### src/rtl/pci_hpram_arb.sv
// ============================================================================
//  Module      : pci_hpram_arb
//  Description : Arbitrates a single-port HPRAM between the PCI HPMEM manager
//                (absolute priority, zero added latency) and a local
//                requester served by a small IDLE/PEND/RDWAIT/DONE FSM.
//                Optional macro HPRAM_ARB_STARVE_EN adds an 8-bit saturating
//                counter of blocked PEND cycles and a sticky STARVE_O flag.
//  Revision    : 1.0 - initial release
// ============================================================================
`default_nettype none

module pci_hpram_arb #(
  parameter int          ADDR_W       = 12,
  parameter logic [7:0]  STARVE_LIMIT = 8'd200
) (
  input  logic              PHY_CLK33_I,
  input  logic              PHY_RSTn_I,
  // PCI side
  input  logic              HP_MEM_IDLE_I,
  input  logic [ADDR_W-1:0] PCI_RAM_ADD_I,
  input  logic [31:0]       PCI_RAM_DATA_I,
  input  logic [3:0]        PCI_RAM_WEN_I,
  output logic [31:0]       PCI_RAM_DATA_O,
  // Local side
  input  logic              LOC_REQ_I,
  input  logic              LOC_WE_I,
  input  logic [ADDR_W-1:0] LOC_ADD_I,
  input  logic [31:0]       LOC_DATA_I,
  input  logic [3:0]        LOC_BE_I,
  output logic              LOC_ACK_O,
  output logic [31:0]       LOC_DATA_O,
  output logic              LOC_BUSY_O,
  // RAM side
  output logic [ADDR_W-1:0] RAM_ADD_O,
  output logic [31:0]       RAM_DATA_O,
  output logic [3:0]        RAM_WEN_O,
  input  logic [31:0]       RAM_DATA_I,
  output logic              STARVE_O
);

  localparam logic [1:0] S_IDLE   = 2'd0;
  localparam logic [1:0] S_PEND   = 2'd1;
  localparam logic [1:0] S_RDWAIT = 2'd2;
  localparam logic [1:0] S_DONE   = 2'd3;

  logic [1:0]        state;
  logic              hold_we;
  logic [ADDR_W-1:0] hold_add;
  logic [31:0]       hold_data;
  logic [3:0]        hold_be;
  logic [31:0]       rd_data;
  logic              issue;

  // A local access only reaches the RAM in PEND while the PCI port is free;
  // sampling HP_MEM_IDLE_I combinationally lets the PCI side win a same-cycle
  // collision without any partial local write.
  assign issue = (state == S_PEND) && HP_MEM_IDLE_I;

  // Local access FSM; LOC_REQ_I is only looked at in IDLE.
  always_ff @(posedge PHY_CLK33_I or negedge PHY_RSTn_I) begin
    if (!PHY_RSTn_I) begin
      state <= S_IDLE;
    end else begin
      case (state)
        S_IDLE:   if (LOC_REQ_I) state <= S_PEND;
        S_PEND:   if (HP_MEM_IDLE_I) state <= hold_we ? S_DONE : S_RDWAIT;
        S_RDWAIT: state <= S_DONE;
        S_DONE:   state <= S_IDLE;
        default:  state <= S_IDLE;
      endcase
    end
  end

  // Capture the request so the requester may change its inputs after the strobe.
  always_ff @(posedge PHY_CLK33_I or negedge PHY_RSTn_I) begin
    if (!PHY_RSTn_I) begin
      hold_we   <= 1'b0;
      hold_add  <= '0;
      hold_data <= 32'd0;
      hold_be   <= 4'd0;
    end else if ((state == S_IDLE) && LOC_REQ_I) begin
      hold_we   <= LOC_WE_I;
      hold_add  <= LOC_ADD_I;
      hold_data <= LOC_DATA_I;
      hold_be   <= LOC_BE_I;
    end
  end

  // Read data arrives one cycle after issue; keep it until the next read.
  always_ff @(posedge PHY_CLK33_I or negedge PHY_RSTn_I) begin
    if (!PHY_RSTn_I) begin
      rd_data <= 32'd0;
    end else if (state == S_RDWAIT) begin
      rd_data <= RAM_DATA_I;
    end
  end

  // RAM port mux: PCI inputs pass straight through unless the local side is
  // issuing; with the PCI manager idle its write enables are masked off.
  always_comb begin
    RAM_ADD_O  = PCI_RAM_ADD_I;
    RAM_DATA_O = PCI_RAM_DATA_I;
    RAM_WEN_O  = HP_MEM_IDLE_I ? 4'b0000 : PCI_RAM_WEN_I;
    if (issue) begin
      RAM_ADD_O  = hold_add;
      RAM_DATA_O = hold_data;
      RAM_WEN_O  = hold_we ? hold_be : 4'b0000;
    end
  end

  assign PCI_RAM_DATA_O = RAM_DATA_I;
  assign LOC_DATA_O     = rd_data;
  assign LOC_ACK_O      = (state == S_DONE);
  assign LOC_BUSY_O     = (state != S_IDLE);

`ifdef HPRAM_ARB_STARVE_EN
  logic       blocked;
  logic [7:0] starve_cnt;
  logic [8:0] cnt_inc;
  logic       limit_hit;
  logic       starve_r;

  assign blocked   = (state == S_PEND) && !HP_MEM_IDLE_I;
  assign cnt_inc   = {1'b0, starve_cnt} + 9'd1;
  // The flag goes high within the blocked cycle that brings the count to the limit.
  assign limit_hit = blocked && (cnt_inc >= {1'b0, STARVE_LIMIT});

  // Count consecutive blocked PEND cycles, saturating; sticky flag cleared on completion.
  always_ff @(posedge PHY_CLK33_I or negedge PHY_RSTn_I) begin
    if (!PHY_RSTn_I) begin
      starve_cnt <= 8'd0;
      starve_r   <= 1'b0;
    end else if (state == S_DONE) begin
      starve_cnt <= 8'd0;
      starve_r   <= 1'b0;
    end else if (blocked) begin
      if (starve_cnt != 8'hFF) starve_cnt <= cnt_inc[7:0];
      if (limit_hit) starve_r <= 1'b1;
    end
  end

  assign STARVE_O = starve_r | limit_hit;
`else
  assign STARVE_O = 1'b0;
`endif

endmodule

`default_nettype wire

### config.mk
export PLATFORM = sky130hd
export DESIGN_NAME = pci_hpram_arb
export DESIGN_NICKNAME = d
export VERILOG_FILES = /design/src/rtl/pci_hpram_arb.sv
export SDC_FILE = /design/constraint.sdc
export NUM_CORES = 1
export LEC_CHECK = 0
export CORE_ASPECT_RATIO = 1.75
export CORE_MARGIN = 2
export CORE_UTILIZATION = 38
export CTS_BUF_LIST = sky130_fd_sc_hd__clkbuf_4
export CTS_CLUSTER_SIZE = 14
export DETAILED_ROUTE_END_ITERATION = 6
export PLACE_DENSITY = 0.82
export RECOVER_POWER = 50
export SYNTH_ARGS = -nofsm -noshare
export SYNTH_HDL_FRONTEND = slang
export SYNTH_SLANG_ARGS = --single-unit
### constraint.sdc
create_clock -name PHY_CLK33_I -period 1.68 [get_ports PHY_CLK33_I]
set_input_delay 0.168 -clock PHY_CLK33_I [delete_from_list [all_inputs] [get_ports PHY_CLK33_I]]
set_output_delay 0.168 -clock PHY_CLK33_I [all_outputs]
set_load 0.005 [all_outputs]
# Yosys cells after proc, flatten, opt, wreduce, memory -nomap -nowiden
# Index checks and enable logic that the tools add are counted.
[totals]
ff_bits = 83
[classes]
n_eq_ne = 5
muxes = 9
reduce_logical = 5
[ops]
columns = ["operator", "count"]
rows = [
  ["two-way mux 32 bit", 1],
  ["two-way mux 12 bit", 1],
  ["two-way mux 4 bit", 3],
  ["one-hot mux 2 bit (4 select lines)", 1],
  ["== test 2 bit, second input constant", 2],
  ["two-way mux 2 bit", 2],
  ["!= test 2 bit, second input constant", 2],
  ["== test 2 x 1 -> 1 bit, second input constant", 1],
  ["logical AND 1 bit", 2],
  ["zero test 2 bit", 1],
  ["AND reduction 2 bit", 1],
  ["nonzero test 2 bit", 1],
  ["two-way mux 1 bit", 1],
]

# Logic depth before layout (Yosys ltp)
[logic_depth]
word_depth = 3
mapped_depth = 6
ltp_nobuf = 5

# Worst setup path after synthesis
# OpenSTA, ideal clock, no wires.
[synth_timing]
path_kind = "register to register"
from = "register state[0]"
to = "register rd_data[10] (netlist: LOC_DATA_O[10])"
setup_ps = 125
arrival_ps = 1369
t_required_ps = 1555
path_slack_ps = 186
stages_incl_launch_ff = 6
cell_sequence = "dfrtp_1 -> inv_1 -> ha_1 -> clkbuf_1 -> buf_2 -> mux2_2"
[synth_between]
elab_chain_len = 1
[synth_lines]
columns = ["element", "line_no", "source"]
rows = [
  ["from (decl)", "46", "logic [1:0] state;"],
  ["from (signal assigned)", "66", "S_PEND: if (HP_MEM_IDLE_I) state <= hold_we ? S_DONE : S_RDWAIT;"],
  ["== test 2 bit", "93", "end else if (state == S_RDWAIT) begin"],
  ["to (signal assigned)", "92", "rd_data <= 32'd0;"],
  ["to (signal assigned)", "94", "rd_data <= RAM_DATA_I;"],
  ["to (decl)", "51", "logic [31:0] rd_data;"],
]
# No other way between the ends.
# A chain may end at the register's enable or synchronous reset.

# Final worst setup path
[layout_timing]
from = "register state[1]"
to = "output port RAM_ADD_O[8]"
[layout_between]
elab_chain_len = 3
[layout_lines]
columns = ["element", "line_no", "source"]
rows = [
  ["== test 2 x 1 -> 1 bit", "57", "assign issue = (state == S_PEND) && HP_MEM_IDLE_I;"],
  ["logical AND 1 bit", "57", ""],
  ["two-way mux 12 bit", "104", "if (issue) begin"],
  ["to (decl)", "34", "output logic [ADDR_W-1:0] RAM_ADD_O,"],
]
# No other way between the ends.

==> impl_metrics.toml <==
[status]
status = "complete, but fails checks"
violations = "setup timing"

[sta]
fin_crit_sh_pct = 122
finalClockSkew_ns = 0.0199
slew_headroom_pct = 56.4
slew_violations = 0
rsz0062_at_grt = "true"
finalSetupTns_ns = -14.67
fmax_ghz = 0.488
setup_ws_ns = -0.370
hold_viol_final = 0
tightest_slew_ns = 0.654
setup_viol = 72
min_period_ns = 2.05

[synth]
async_flop_share_pct = 100
yosys-top-cells-count = "121 x mux2_2, 83 x dfrtp_1, 34 x buf_4"
synth-edff-count = 0
syn_avg_cell_area_um2 = 14.1
postSynthRegisterBits = 83
synth_top_area_cell = "dfrtp_1"
synth_area_leaders = "dfrtp_1 51%, mux2_2 34%, buf_4 6.3%"
synth_cell_type_count = 19
syn_inst = 287
syn-cell-area_um2 = 4050
ys_seq_area_share_pct = 51.3
synth_most_common_cell = "mux2_2"
synth.net_count = 425
synthFlopType = "dfrtp_1"
ys_warn_count = 0
yosysTopAreaCellShare_pct = 51.3

[flow_run]
maxCapViolCount = 0

[placement]
hpwl_mm = 8.67
gp_congestion = 0.766
dpl_cell_area_um2 = 6470
port_buffers = 246

[setup_path]
slowest_delay_ns = 0.41
worst_path_max_delay_cell = "dfrtp_1"
worst-path-buf-inv = 4
cp-end-kind = "output pin"
path_max_fanout = 8
path_cells = "inv_2 > ha_4 > nand2_8 > buf_12 > buf_16 > mux2_4 > buf_6"
worstPathArrival_ns = 1.88
cp.required_ns = 1.51
path_class = "flop to output pin"
crit_family = "buffers and inverters"
cp-start-kind = "flop"

[global_route]
antenna_found_initial = 0
grt_usage_pct = 20.2
grt_pass1_wl_mm = 17.2
grt_pass1_vias = 3371
grt_overflow_total = 0
grt_max_degree = 43

[clock_tree]
cts.sinks = 83
cts-root-buf = "clkbuf_4"
htreeDepth = 3
clk_latency_ns = 0.43
clkSlewWorstSetupHoldPaths_ns = 0.14
cts_buffer_depth = 2
cts_buffers = 9
cts_tree = "yes"

[drt]
drcViolationCount = 0
drt_iter0_markers = 74
dr_total_vias = 3192
firstDrtPassIters = 4
wl_mm = 12.5
viasPerCell = 4.80
routedWlPerCell_um = 18.8
postRouteAntennaNets = 0

[finish]
final_area_um2 = 7330
drive_gt1_share_pct = 43.9
n_fill_cell = 712
final_nets = 671
n_antenna_cell = 0
area_growth_pct = 81.2

[die]
initial_utilization_pct = 39.3
rows = 49
chipWidth_um = 82.0
fp.dieH_um = 141
dieArea_um2 = 11500
num_io_pins = 248
coreArea_um2 = 10300

[power]
peakVddDrop_uv = 813
p_per_area_nw_per_um2 = 1480
p_leak_uw = 0.00334

[worst_hold_path]
holdCritPathClass = "primary input to async pin"
sequential cells by signal, indices dropped and copies added, names as in the netlist:
name and flops:
hold_be 4, state 2, hold_add 12, LOC_DATA_O 32
hold_data 32, hold_we 1
path summary, 6_finish.rpt:
path	start	slack [ns]	cells past startpoint	end
min in group PHY_CLK33_I	LOC_DATA_I[1]	0.34	2	hold_data[1]
hold / removal	PHY_RSTn_I	0.28	2	LOC_DATA_O[29]
hold reg to reg	LOC_DATA_O[4]	0.50	1	LOC_DATA_O[4]
setup reg to reg	state[0]	-0.02	7	LOC_DATA_O[5]
setup / recovery	state[1]	-0.37	7	RAM_ADD_O[8]
max in group asynchronous	PHY_RSTn_I	0.29	3	hold_data[24]
cell families (layout without fill, tap and decap cells):
logic type	count (synthesis)	in the layout	synth area share (%)
fa+ha+maj	5	5	1.55
compound gates	7	7	1.14
simple gates	11	11	1.39
flops	83	83	51.3
mux	126	126	35.1
buf+inv	54	305	9.46
other cells	1	1	0.0926
cells in the final DEF (no fill, tap or decap), drive strengths merged, types with 2 or more instances in the layout:
cell / count
clkdlybuf4s50: 195
mux2: 126
dfrtp: 83
buf: 79
clkbuf: 18
nand2: 8
inv: 7
ha: 5
o22ai: 4
bufinv: 3
nand2b: 2
routing by layer:
metal	global-route usage [%]	vias to the layer above	share of wire [%]
met3	4.64	23	7.1
li1	-	1456	-
met2	38.9	163	58
met1	19.4	1550	32
met5	0	-	0
met4	8.25	0	2.5
cell type report:
cell class | instances | area (um^2) | area share (%)
clock inverters | 5 | 101 | 1.38
repair buffers | 282 | 2990 | 40.7
inverters | 7 | 33.8 | 0.461
well taps | 127 | 159 | 2.17
clock buffers | 11 | 82.6 | 1.13
multi-input cells | 150 | 1890 | 25.8
flip-flops and latches | 83 | 2080 | 28.3
repair_timing:
action,4_1_cts,5_1_grt
hold buffers,1,0
gates cloned,4,5
gates resized for setup,245,95
pin swaps,6,3
buffers inserted,11,7
endpoints found under the setup margin,50,92
hold endpoints to repair,57,0
report_power, final:
part           switching [uW]  internal [uW]
Combinational            1850           3930
Clock                     669            784
Sequential                612           3030
Total                    3130           7740
metrics by stage:
step / total power [uW] / util (%) / hold WS (ns) / setup slack (ns) / std cells
after floorplan: 5780 / - / -0.128 / 0.186 / 287
after global placement: 7940 / 62.8 / 0.0961 / -0.239 / 626
after detailed placement: 8140 / 62.8 / 0.104 / -0.277 / 626
after CTS: 9960 / 66.3 / 0.160 / -0.412 / 658
after global routing: 11500 / 71.2 / 0.310 / -0.441 / 665
final: 10900 / 71.2 / 0.280 / -0.370 / 665
Power figures use the tool's default switching activity.
